--- config.mk ---
export PLATFORM = sky130hd
export DESIGN_NAME = cc_mux21_feeder
export DESIGN_NICKNAME = d
export VERILOG_FILES = /design/src/rtl/cc_mux21_feeder.sv
export SDC_FILE = /design/constraint.sdc
export NUM_CORES = 1
export LEC_CHECK = 0
export CAP_MARGIN = 20
export CORE_AREA = 2 2 59 61
export DETAILED_ROUTE_END_ITERATION = 10
export DIE_AREA = 0 0 61 63
export GPL_ROUTABILITY_DRIVEN = 0
export PLACE_DENSITY = 0.68
export SYNTH_ARGS = -nofsm -noshare
export SYNTH_HDL_FRONTEND = slang
export SYNTH_SLANG_ARGS = --single-unit
--- constraint.sdc ---
create_clock -name CC_MUX21FEED_CLOCK_50 -period 1.92 [get_ports CC_MUX21FEED_CLOCK_50]
set_input_delay 0.288 -clock CC_MUX21FEED_CLOCK_50 [delete_from_list [all_inputs] [get_ports CC_MUX21FEED_CLOCK_50]]
set_output_delay 0.288 -clock CC_MUX21FEED_CLOCK_50 [all_outputs]
set_load 0.05 [all_outputs]
--- src/rtl/cc_mux21_feeder.sv ---
// rtl/cc_mux21_feeder.sv - select and data-word feeder for the 2:1 multiplexer
//
// Purpose:
//   Holds the two registered data words presented to the multiplexer and
//   generates its select line. Select either alternates between the two
//   channels with a programmable dwell or follows a manual force override.
//   Every output is registered so the multiplexer sees glitch-free inputs.
//
// Optional feature (macro CC_MUX21FEED_SHADOW_EN):
//   Loads aimed at the channel the multiplexer is currently passing are held
//   in a per-channel shadow register and copied to the output register on
//   the edge that deselects that channel. Undefined: loads update at once.
//
// Ports:
//   CC_MUX21FEED_CLOCK_50      in   system clock, rising edge
//   CC_MUX21FEED_RESET_InLow   in   synchronous active-low reset
//   CC_MUX21FEED_enable_In     in   1 = alternate channels, 0 = hold select
//   CC_MUX21FEED_force_In      in   1 = manual select override
//   CC_MUX21FEED_forceSel_In   in   channel while forced (0 = data1, 1 = data2)
//   CC_MUX21FEED_load1_In      in   capture data1_InBUS
//   CC_MUX21FEED_data1_InBUS   in   channel-1 data
//   CC_MUX21FEED_load2_In      in   capture data2_InBUS
//   CC_MUX21FEED_data2_InBUS   in   channel-2 data
//   CC_MUX21FEED_select_Out    out  multiplexer select
//   CC_MUX21FEED_data1_OutBUS  out  registered channel 1
//   CC_MUX21FEED_data2_OutBUS  out  registered channel 2
//   CC_MUX21FEED_switch_Out    out  one-cycle pulse when select changes
module cc_mux21_feeder #(
  parameter int MUX21FEED_DATAWIDTH = 8,
  parameter int MUX21FEED_DWELL     = 4,
  parameter int MUX21FEED_CNTWIDTH  = 8
) (
  input  logic                           CC_MUX21FEED_CLOCK_50,
  input  logic                           CC_MUX21FEED_RESET_InLow,
  input  logic                           CC_MUX21FEED_enable_In,
  input  logic                           CC_MUX21FEED_force_In,
  input  logic                           CC_MUX21FEED_forceSel_In,
  input  logic                           CC_MUX21FEED_load1_In,
  input  logic [MUX21FEED_DATAWIDTH-1:0] CC_MUX21FEED_data1_InBUS,
  input  logic                           CC_MUX21FEED_load2_In,
  input  logic [MUX21FEED_DATAWIDTH-1:0] CC_MUX21FEED_data2_InBUS,
  output logic                           CC_MUX21FEED_select_Out,
  output logic [MUX21FEED_DATAWIDTH-1:0] CC_MUX21FEED_data1_OutBUS,
  output logic [MUX21FEED_DATAWIDTH-1:0] CC_MUX21FEED_data2_OutBUS,
  output logic                           CC_MUX21FEED_switch_Out
);

  typedef enum logic [1:0] {ST_IDLE, ST_CH1, ST_CH2, ST_FORCED} state_t;

  // Counter value on the last cycle of a dwell.
  localparam logic [MUX21FEED_CNTWIDTH-1:0] CNT_LAST =
    MUX21FEED_CNTWIDTH'(MUX21FEED_DWELL - 1);

  state_t                           state_q, state_d;
  logic [MUX21FEED_CNTWIDTH-1:0]    cnt_q, cnt_d;
  logic                             sel_q, sel_d;
  logic                             sw_q, sw_d;
  logic [MUX21FEED_DATAWIDTH-1:0]   d1_q, d1_d;
  logic [MUX21FEED_DATAWIDTH-1:0]   d2_q, d2_d;

  // Select state machine. Force wins over enable in every state; sel_d is
  // the select value the multiplexer will see after this edge.
  always_comb begin
    state_d = state_q;
    cnt_d   = cnt_q;
    sel_d   = sel_q;
    if (CC_MUX21FEED_force_In) begin
      state_d = ST_FORCED;
      sel_d   = CC_MUX21FEED_forceSel_In;
      cnt_d   = '0;
    end else begin
      unique case (state_q)
        ST_IDLE: begin
          if (CC_MUX21FEED_enable_In) begin
            state_d = ST_CH1;
            cnt_d   = '0;
          end
        end
        ST_CH1, ST_CH2: begin
          if (CC_MUX21FEED_enable_In) begin
            if (cnt_q == CNT_LAST) begin
              state_d = (state_q == ST_CH1) ? ST_CH2 : ST_CH1;
              sel_d   = ~sel_q;
              cnt_d   = '0;
            end else begin
              cnt_d = cnt_q + 1'b1;
            end
          end
        end
        ST_FORCED: begin
          // Force released: resume alternation on whichever channel was forced.
          state_d = sel_q ? ST_CH2 : ST_CH1;
          cnt_d   = '0;
        end
        default: state_d = ST_IDLE;
      endcase
    end
  end

  assign sw_d = sel_d ^ sel_q;

`ifdef CC_MUX21FEED_SHADOW_EN
  logic [MUX21FEED_DATAWIDTH-1:0] sh1_q, sh1_d, sh2_q, sh2_d;
  logic                           pend1_q, pend1_d, pend2_q, pend2_d;
  logic                           act1, act2, leave1, leave2;

  // A channel is "live" while the multiplexer is passing it outside IDLE;
  // it is left on the edge where the registered select moves away from it.
  assign act1   = (state_q != ST_IDLE) && !sel_q;
  assign act2   = (state_q != ST_IDLE) &&  sel_q;
  assign leave1 = act1 &&  sel_d;
  assign leave2 = act2 && !sel_d;

  always_comb begin
    d1_d    = d1_q;
    d2_d    = d2_q;
    sh1_d   = sh1_q;
    sh2_d   = sh2_q;
    pend1_d = pend1_q;
    pend2_d = pend2_q;
    // A load arriving on the deselect edge itself is the newest word, so it
    // goes straight to the output instead of the shadow.
    if (CC_MUX21FEED_load1_In && act1 && !leave1) begin
      sh1_d   = CC_MUX21FEED_data1_InBUS;
      pend1_d = 1'b1;
    end else if (CC_MUX21FEED_load1_In) begin
      d1_d = CC_MUX21FEED_data1_InBUS;
    end else if (leave1 && pend1_q) begin
      d1_d = sh1_q;
    end
    if (leave1) pend1_d = 1'b0;

    if (CC_MUX21FEED_load2_In && act2 && !leave2) begin
      sh2_d   = CC_MUX21FEED_data2_InBUS;
      pend2_d = 1'b1;
    end else if (CC_MUX21FEED_load2_In) begin
      d2_d = CC_MUX21FEED_data2_InBUS;
    end else if (leave2 && pend2_q) begin
      d2_d = sh2_q;
    end
    if (leave2) pend2_d = 1'b0;
  end

  always_ff @(posedge CC_MUX21FEED_CLOCK_50) begin
    if (!CC_MUX21FEED_RESET_InLow) begin
      sh1_q   <= '0;
      sh2_q   <= '0;
      pend1_q <= 1'b0;
      pend2_q <= 1'b0;
    end else begin
      sh1_q   <= sh1_d;
      sh2_q   <= sh2_d;
      pend1_q <= pend1_d;
      pend2_q <= pend2_d;
    end
  end
`else
  always_comb begin
    d1_d = CC_MUX21FEED_load1_In ? CC_MUX21FEED_data1_InBUS : d1_q;
    d2_d = CC_MUX21FEED_load2_In ? CC_MUX21FEED_data2_InBUS : d2_q;
  end
`endif

  always_ff @(posedge CC_MUX21FEED_CLOCK_50) begin
    if (!CC_MUX21FEED_RESET_InLow) begin
      state_q <= ST_IDLE;
      cnt_q   <= '0;
      sel_q   <= 1'b0;
      sw_q    <= 1'b0;
      d1_q    <= '0;
      d2_q    <= '0;
    end else begin
      state_q <= state_d;
      cnt_q   <= cnt_d;
      sel_q   <= sel_d;
      sw_q    <= sw_d;
      d1_q    <= d1_d;
      d2_q    <= d2_d;
    end
  end

  assign CC_MUX21FEED_select_Out   = sel_q;
  assign CC_MUX21FEED_switch_Out   = sw_q;
  assign CC_MUX21FEED_data1_OutBUS = d1_q;
  assign CC_MUX21FEED_data2_OutBUS = d2_q;

endmodule

==> results of run 1 <==
## timing repair
action                                  CTS  global route
hold buffers                              0             0
resized for setup                         2             0
endpoints found under the setup margin    2             0
## registers in the layout, summed over array words and instances, names as in the netlist
signal / count
CC_MUX21FEED_data2_OutBUS: 8
cnt_q: 8
CC_MUX21FEED_select_Out: 1
state_q: 2
CC_MUX21FEED_switch_Out: 1
CC_MUX21FEED_data1_OutBUS: 8
## report_power, final
part | switching, mW | internal [mW]
registers | 0.0210 | 0.613
clock network | 0.168 | 0.211
logic | 0.180 | 0.148
total | 0.370 | 0.971
## routing by layer
layer	wire length, um	track usage (%)
met1	1130	17.3
met2	1370	27.0
met3	145	2.90
met4	13	4.08
met5	0	0
## path summary, 6_finish.rpt
| path | start | end | cells after the start |
|---|---|---|---|
| setup / recovery | cnt_q[0] | CC_MUX21FEED_select_Out | 5 |
| hold / removal | CC_MUX21FEED_data2_OutBUS[7] | CC_MUX21FEED_data2_OutBUS[7] | 2 |
| setup reg to reg | cnt_q[0] | CC_MUX21FEED_select_Out | 5 |
| hold reg to reg | CC_MUX21FEED_data2_OutBUS[7] | CC_MUX21FEED_data2_OutBUS[7] | 2 |
## final cells by class
class	count	area [um2]
Clock buffer	3	22.5
Clock inverter	1	30.0
Fill cell	299	1470
Inverter	4	15.0
Multi-Input combinational cell	85	621
Sequential cell	28	561
Tap cell	46	57.6
Timing Repair Buffer	48	459
## logic make-up after synthesis
group | Yosys count | synth area share [%]
adder cells (fa/ha/maj) | 4 | 4.12
AO/OA/AOI/OAI | 10 | 7.41
buffers and inverters | 10 | 3.19
XOR/XNOR | 9 | 6.48
flip-flops | 28 | 46.1
AND/OR/NAND/NOR | 46 | 19.5
multiplexers | 16 | 13.2
## through the flow
stage	util [%]	power [mW]	instance area (um2)	setup WS, ns	TNS (ns)
final	54.6	1.34	1770	0.0843	0
after global routing	54.6	1.41	1770	0.00102	0
after CTS	54.6	1.36	1770	0.0766	0
after detailed placement	52.9	0.974	1710	-0.134	-0.962
after global placement	52.9	0.963	1710	-0.0717	-0.495
after floorplan	-	0.843	1220	0.0217	0
## cell usage after synthesis
cell,count,area (um2)
a2111oi_0,1,8.76
a211oi_1,4,30.0
a211oi_2,1,12.5
and3_1,2,12.5
buf_2,1,5.00
clkbuf_1,5,18.8
dfxtp_1,28,561
ha_1,4,50.1
inv_1,4,15.0
mux2i_1,16,160
nand2_1,3,11.3
nand2b_1,1,6.26
nand3_1,1,5.00
nand4_1,5,31.3
nor2_1,25,93.8
nor2b_1,1,6.26
nor2b_4,1,13.8
nor3_1,2,10.0
o211a_1,1,10.0
o21bai_1,1,7.51
o22a_1,1,8.76
o22ai_2,1,12.5
or3_1,2,12.5
or3_4,1,11.3
or4b_2,1,10.0
or4b_4,1,13.8
xnor2_1,3,26.3
xor2_1,6,52.6
## worst max-delay path, cell delays in order (launching register included)
cell	delay (ns)
dfxtp_1	0.37
ha_1	0.17
or4b_4	0.47
or3_4	0.41
xnor2_1	0.13
o211a_1	0.21
==> run summary, run 1 <==
STATUS
-------------------------------------------------------------------------------------------------
Status                                                                               finished, final reports clean

LOGIC SYNTHESIS
-------------------------------------------------------------------------------------------------
Syn Nets                                                                                      150
Post-Synthesis Mean Instance Area                                                        9.89 um2
Number of distinct library cell variants in the gate-level netlist after synthesis             28
Mapped Cells                                                                                  123
Warning count from the yosys run                                                                0
Flop and latch count out of synthesis                                                          28
Mapped Area                                                                           0.00122 mm2
Sequential element share of the synthesized area                                            46.1%

DIE
-------------------------------------------------------------------------------------------------
Row count                                                                                      21
Die area                                                                              0.00384 mm2
Std-Cell Core Area                                                                    0.00323 mm2
Die extent in x                                                                             61 um
Number of ports placed on the die boundary                                                     41
Die Y-Extent                                                                                63 um
Initial Util                                                                                37.6%

STA
-------------------------------------------------------------------------------------------------
Least-Margin Pin Slew                                                                    0.509 ns
Setup-failing EPs final                                                                         0
Final worst path period need                                                              1.84 ns
Final period utilization                                                                    95.6%
Max Freq                                                                                  545 MHz
Number of max-slew violations in the final report                                               0
Number of failing hold endpoints at the final stage                                             0
Worst Hold Slack                                                                         0.512 ns
Unrepaired setup endpoints after global routing                                                no
Slew margin rel.                                                                            66.0%
Clock skew                                                                             0.00383 ns

CLOCK TREE
-------------------------------------------------------------------------------------------------
Total CTS buffers                                                                               3
Number of levels in the clock H-tree                                                            1
Worst skew pair latency                                                                   0.32 ns
TritonCTS clock tree                                                                         done
Number of setup buffers added after CTS                                                         0
Worst-case clock buffer depth                                                                   2
Clock Pin Slew Worst Setup and Hold Paths                                                 0.15 ns
Cell at the root of the clock tree                                                       clkbuf_4
Clock sink total                                                                               28

FINISH
-------------------------------------------------------------------------------------------------
Fraction of layout instances using a drive strength above 1                                 11.2%
Most frequent cells in the layout                                                    clkdlybuf4s50_1 (39), dfxtp_1 (28), nor2_1 (25), mux2i_1 (16), buf_4 (8)
Antenna fix cells                                                                               0
Total Nets Final                                                                              197
Leading cell type in the layout, fill and taps excluded                              clkdlybuf4s50_1
Final cell count without fillers                                                              215
Area growth syn-to-layout                                                                   45.2%

SETUP PATH
-------------------------------------------------------------------------------------------------
Kind of end point of the critical path                                                   register
Reg-to-reg setup timing slack                                                             0.08 ns
Type of element launching the critical path                                              register
Critical path data required time                                                          2.15 ns
Setup Crit Path Kind                                                                 register to register
Arrival time at the worst endpoint                                                        2.07 ns
Highest fanout seen on the critical path                                                        2

PLACE
-------------------------------------------------------------------------------------------------
# port buffers                                                                                 40
Estimated wirelength of the detail-placed design                                          2100 um
Post-placement cell count                                                                     211

GLOBAL ROUTING
-------------------------------------------------------------------------------------------------
Number of global-route vias before repair                                                    1058
Pin count of the biggest net entering global routing                                           21
Congestion Overflow GR                                                                          0
First-pass GRT wire length                                                                4500 um
Total global routing track utilization                                                      15.0%
Antenna violations before repair                                                                0

DETAILED ROUTING
-------------------------------------------------------------------------------------------------
Antenna violation net count after detailed routing                                              0
Routed wire length                                                                        2660 um
Initial DRT Pass Iterations                                                                     3
Final routed wire length divided by cell count                                            12.4 um
Total number of vias                                                                         1027
Via density                                                                                  4.78
DRT iter0 DRCs                                                                                 21
DRC violation count after routing                                                               0

POWER AND IR DROP
-------------------------------------------------------------------------------------------------
Maximum vdd ir drop                                                                        348 uV
Total power density per cell area                                                      760 mW/mm2
Standby leakage power                                                                    0.740 nW

HOLD PATH
-------------------------------------------------------------------------------------------------
Min-delay worst type                                                                 register to register

RUN
-------------------------------------------------------------------------------------------------
Max capacitance violation total                                                                 0

Power figures use the tool's default switching activity.
==> run 2: changes to the inputs <==
GPL_ROUTABILITY_DRIVEN = 1   (was 0)
==> results of run 2 <==
No change in the layout: final DEF, timing and power equal those of run 1.
==> run 3: changes to the inputs <==
GPL_TIMING_DRIVEN = 0   (was default)
PLACE_DENSITY = 0.66   (was 0.68)
clock period = 2.1 ns   (was 1.92 ns; I/O delays follow)
==> run 3 against run 2 <==
- die area stayed put
- hold slack worse by 0.21 ns
- maximum frequency is 7.1% lower
- sequential share of layout area is 1.5 points higher
- critical path type unchanged
- largest cell class unchanged
==> run summary, run 3 (synthesis gave the netlist of run 1 again) <==
FINISH
------------------------------------------------------------------------------------
Fill cell total of the finished layout                                           317
Fraction of layout instances using a drive strength above 1                    7.98%
Final Core Density                                                             52.5%
Total Nets Final                                                                 191
Area growth syn-to-layout                                                      39.4%
Final design instance area without fill                                  0.00170 mm2
Most frequent cells in the layout                                       clkdlybuf4s50_1 (37), dfxtp_1 (26), nor2_1 (25), mux2i_1 (16), xor2_1 (6)
Leading cell type in the layout, fill and taps excluded                 clkdlybuf4s50_1
Antenna fix cells                                                                  0

STA
------------------------------------------------------------------------------------
Setup-failing EPs final                                                            0
Slew margin rel.                                                               60.5%
Unrepaired setup endpoints after global routing                                   no
Number of max-slew violations in the final report                                  0
Least-Margin Pin Slew                                                       0.591 ns
Number of failing hold endpoints at the final stage                                0
Final period utilization                                                       94.1%
Worst Hold Slack                                                            0.298 ns
Max Freq                                                                     506 MHz
Clock skew                                                                0.00726 ns
Final worst path period need                                                 1.98 ns

STATUS
------------------------------------------------------------------------------------
Status                                                                  finished, final reports clean

SETUP PATH
------------------------------------------------------------------------------------
Arrival time at the worst endpoint                                           2.21 ns
Type of element launching the critical path                                 register
Critical path data required time                                             2.34 ns
Highest fanout seen on the critical path                                           5
Kind of end point of the critical path                                      register
Setup Crit Path Kind                                                    register to register

CLOCK TREE
------------------------------------------------------------------------------------
Count of hold-fix buffers inserted at cts                                          0
Number of levels in the clock H-tree                                               1
TritonCTS clock tree                                                            done
Cell at the root of the clock tree                                          clkbuf_4
Worst-case clock buffer depth                                                      2
Clock sink total                                                                  28
Number of setup buffers added after CTS                                            0
Total CTS buffers                                                                  3
Gates resized, CTS repair                                                          0
Clock Pin Slew Worst Setup and Hold Paths                                    0.15 ns
Worst skew pair latency                                                      0.33 ns

DIE
------------------------------------------------------------------------------------
Die Y-Extent                                                                   63 um
Die extent in x                                                                61 um
Number of ports placed on the die boundary                                        41
Row count                                                                         21
Initial Util                                                                   37.6%
Die area                                                                 0.00384 mm2
Std-Cell Core Area                                                       0.00323 mm2

DETAILED ROUTING
------------------------------------------------------------------------------------
Total number of vias                                                             987
Via density                                                                     4.72
DRC violation count after routing                                                  0
Routed wire length                                                           2500 um
Antenna violation net count after detailed routing                                 0
Final routed wire length divided by cell count                               12.0 um
DRT iter0 DRCs                                                                    26
Initial DRT Pass Iterations                                                        4

HOLD PATH
------------------------------------------------------------------------------------
Min-delay worst type                                                    primary input to register

GLOBAL ROUTING
------------------------------------------------------------------------------------
Antenna violations before repair                                                   0
Congestion Overflow GR                                                             0
Number of global-route vias before repair                                        938
Total global routing track utilization                                         13.9%
Pin count of the biggest net entering global routing                              17
First-pass GRT wire length                                                   4110 um

POWER AND IR DROP
------------------------------------------------------------------------------------
Power share of the sequential group                                            48.1%
Cell-internal power                                                           872 uW
Clock share of power                                                           29.0%
Maximum vdd ir drop                                                           268 uV
Total power density per cell area                                         713 mW/mm2
Total design power                                                           1.21 mW
Sw Share                                                                       27.9%
Net Sw Power                                                                  337 uW
Combinational Power Share                                                      22.9%
Standby leakage power                                                       0.694 nW

PLACE
------------------------------------------------------------------------------------
Estimated wirelength of the detail-placed design                             1950 um
Placed cell areas                                                        0.00164 mm2
# port buffers                                                                    37
Weighted congestion at the end of routability-driven global placement          0.777

RUN
------------------------------------------------------------------------------------
Max capacitance violation total                                                    0

run 3: cell types whose count changed in the layout (fill, tap and decap cells not counted), moves of 2 or more:
cell / previous run / this run
buf_4: 8 / 0
clkbuf_1: 0 / 4
clkdlybuf4s50_1: 39 / 37
dfxtp_1: 28 / 26
dfxtp_2: 0 / 2
run 3: final cells by class:
| cell class | count | area, um2 | share of cell area, % |
|---|---|---|---|
| Sequential cell | 28 | 563 | 33.2 |
| Buffer | 5 | 20.0 | 1.18 |
| Clock buffer | 3 | 22.5 | 1.33 |
| Tap cell | 46 | 57.6 | 3.39 |
| Timing Repair Buffer | 37 | 370 | 21.8 |
| Inverter | 4 | 15.0 | 0.886 |
| Multi-Input combinational cell | 85 | 617 | 36.4 |
| Clock inverter | 1 | 30.0 | 1.77 |
run 3: worst paths after layout:
check | end | depth (start not counted) | slack [ns] | from
max reg2reg | CC_MUX21FEED_select_Out | 5 | 0.12 | cnt_q[1]
min reg2reg | CC_MUX21FEED_data2_OutBUS[2] | 2 | 0.51 | CC_MUX21FEED_data2_OutBUS[2]
min | cnt_q[1] | 2 | 0.30 | CC_MUX21FEED_force_In
max | CC_MUX21FEED_select_Out | 5 | 0.12 | cnt_q[1]
run 3: stage by stage:
step	TNS, ns	worst slack [ns]	instances
2_1_floorplan	0	0.202	123
3_3_place_gp	-1.32	-0.191	206
3_5_place_dp	-1.55	-0.228	206
4_1_cts	0	0.0354	210
5_1_grt	0	0.0149	209
6_report	0	0.125	209
run 3: layer usage:
metal | vias up | global-route usage [%] | wire length [um]
li1 | 507 | - | -
met1 | 448 | 16.6 | 1130
met2 | 28 | 23.9 | 1220
met3 | 4 | 2.69 | 131
met4 | 0 | 4.89 | 31
met5 | - | 0 | 0
run 3: critical path: stages (launching register included):
cell     delay [ns]
dfxtp_2        0.40
ha_1           0.23
or4b_4         0.51
or3_4          0.41
xnor2_1        0.13
o211a_1        0.20
run 3: power groups by stage:
stage	Combinational [mW]	Clock, mW	Sequential, mW
3_3_place_gp	0.274	0	0.591
6_report	0.277	0.351	0.581
4_1_cts	0.281	0.360	0.581
2_1_floorplan	0.109	0	0.662
5_1_grt	0.298	0.381	0.586
3_5_place_dp	0.278	0	0.593
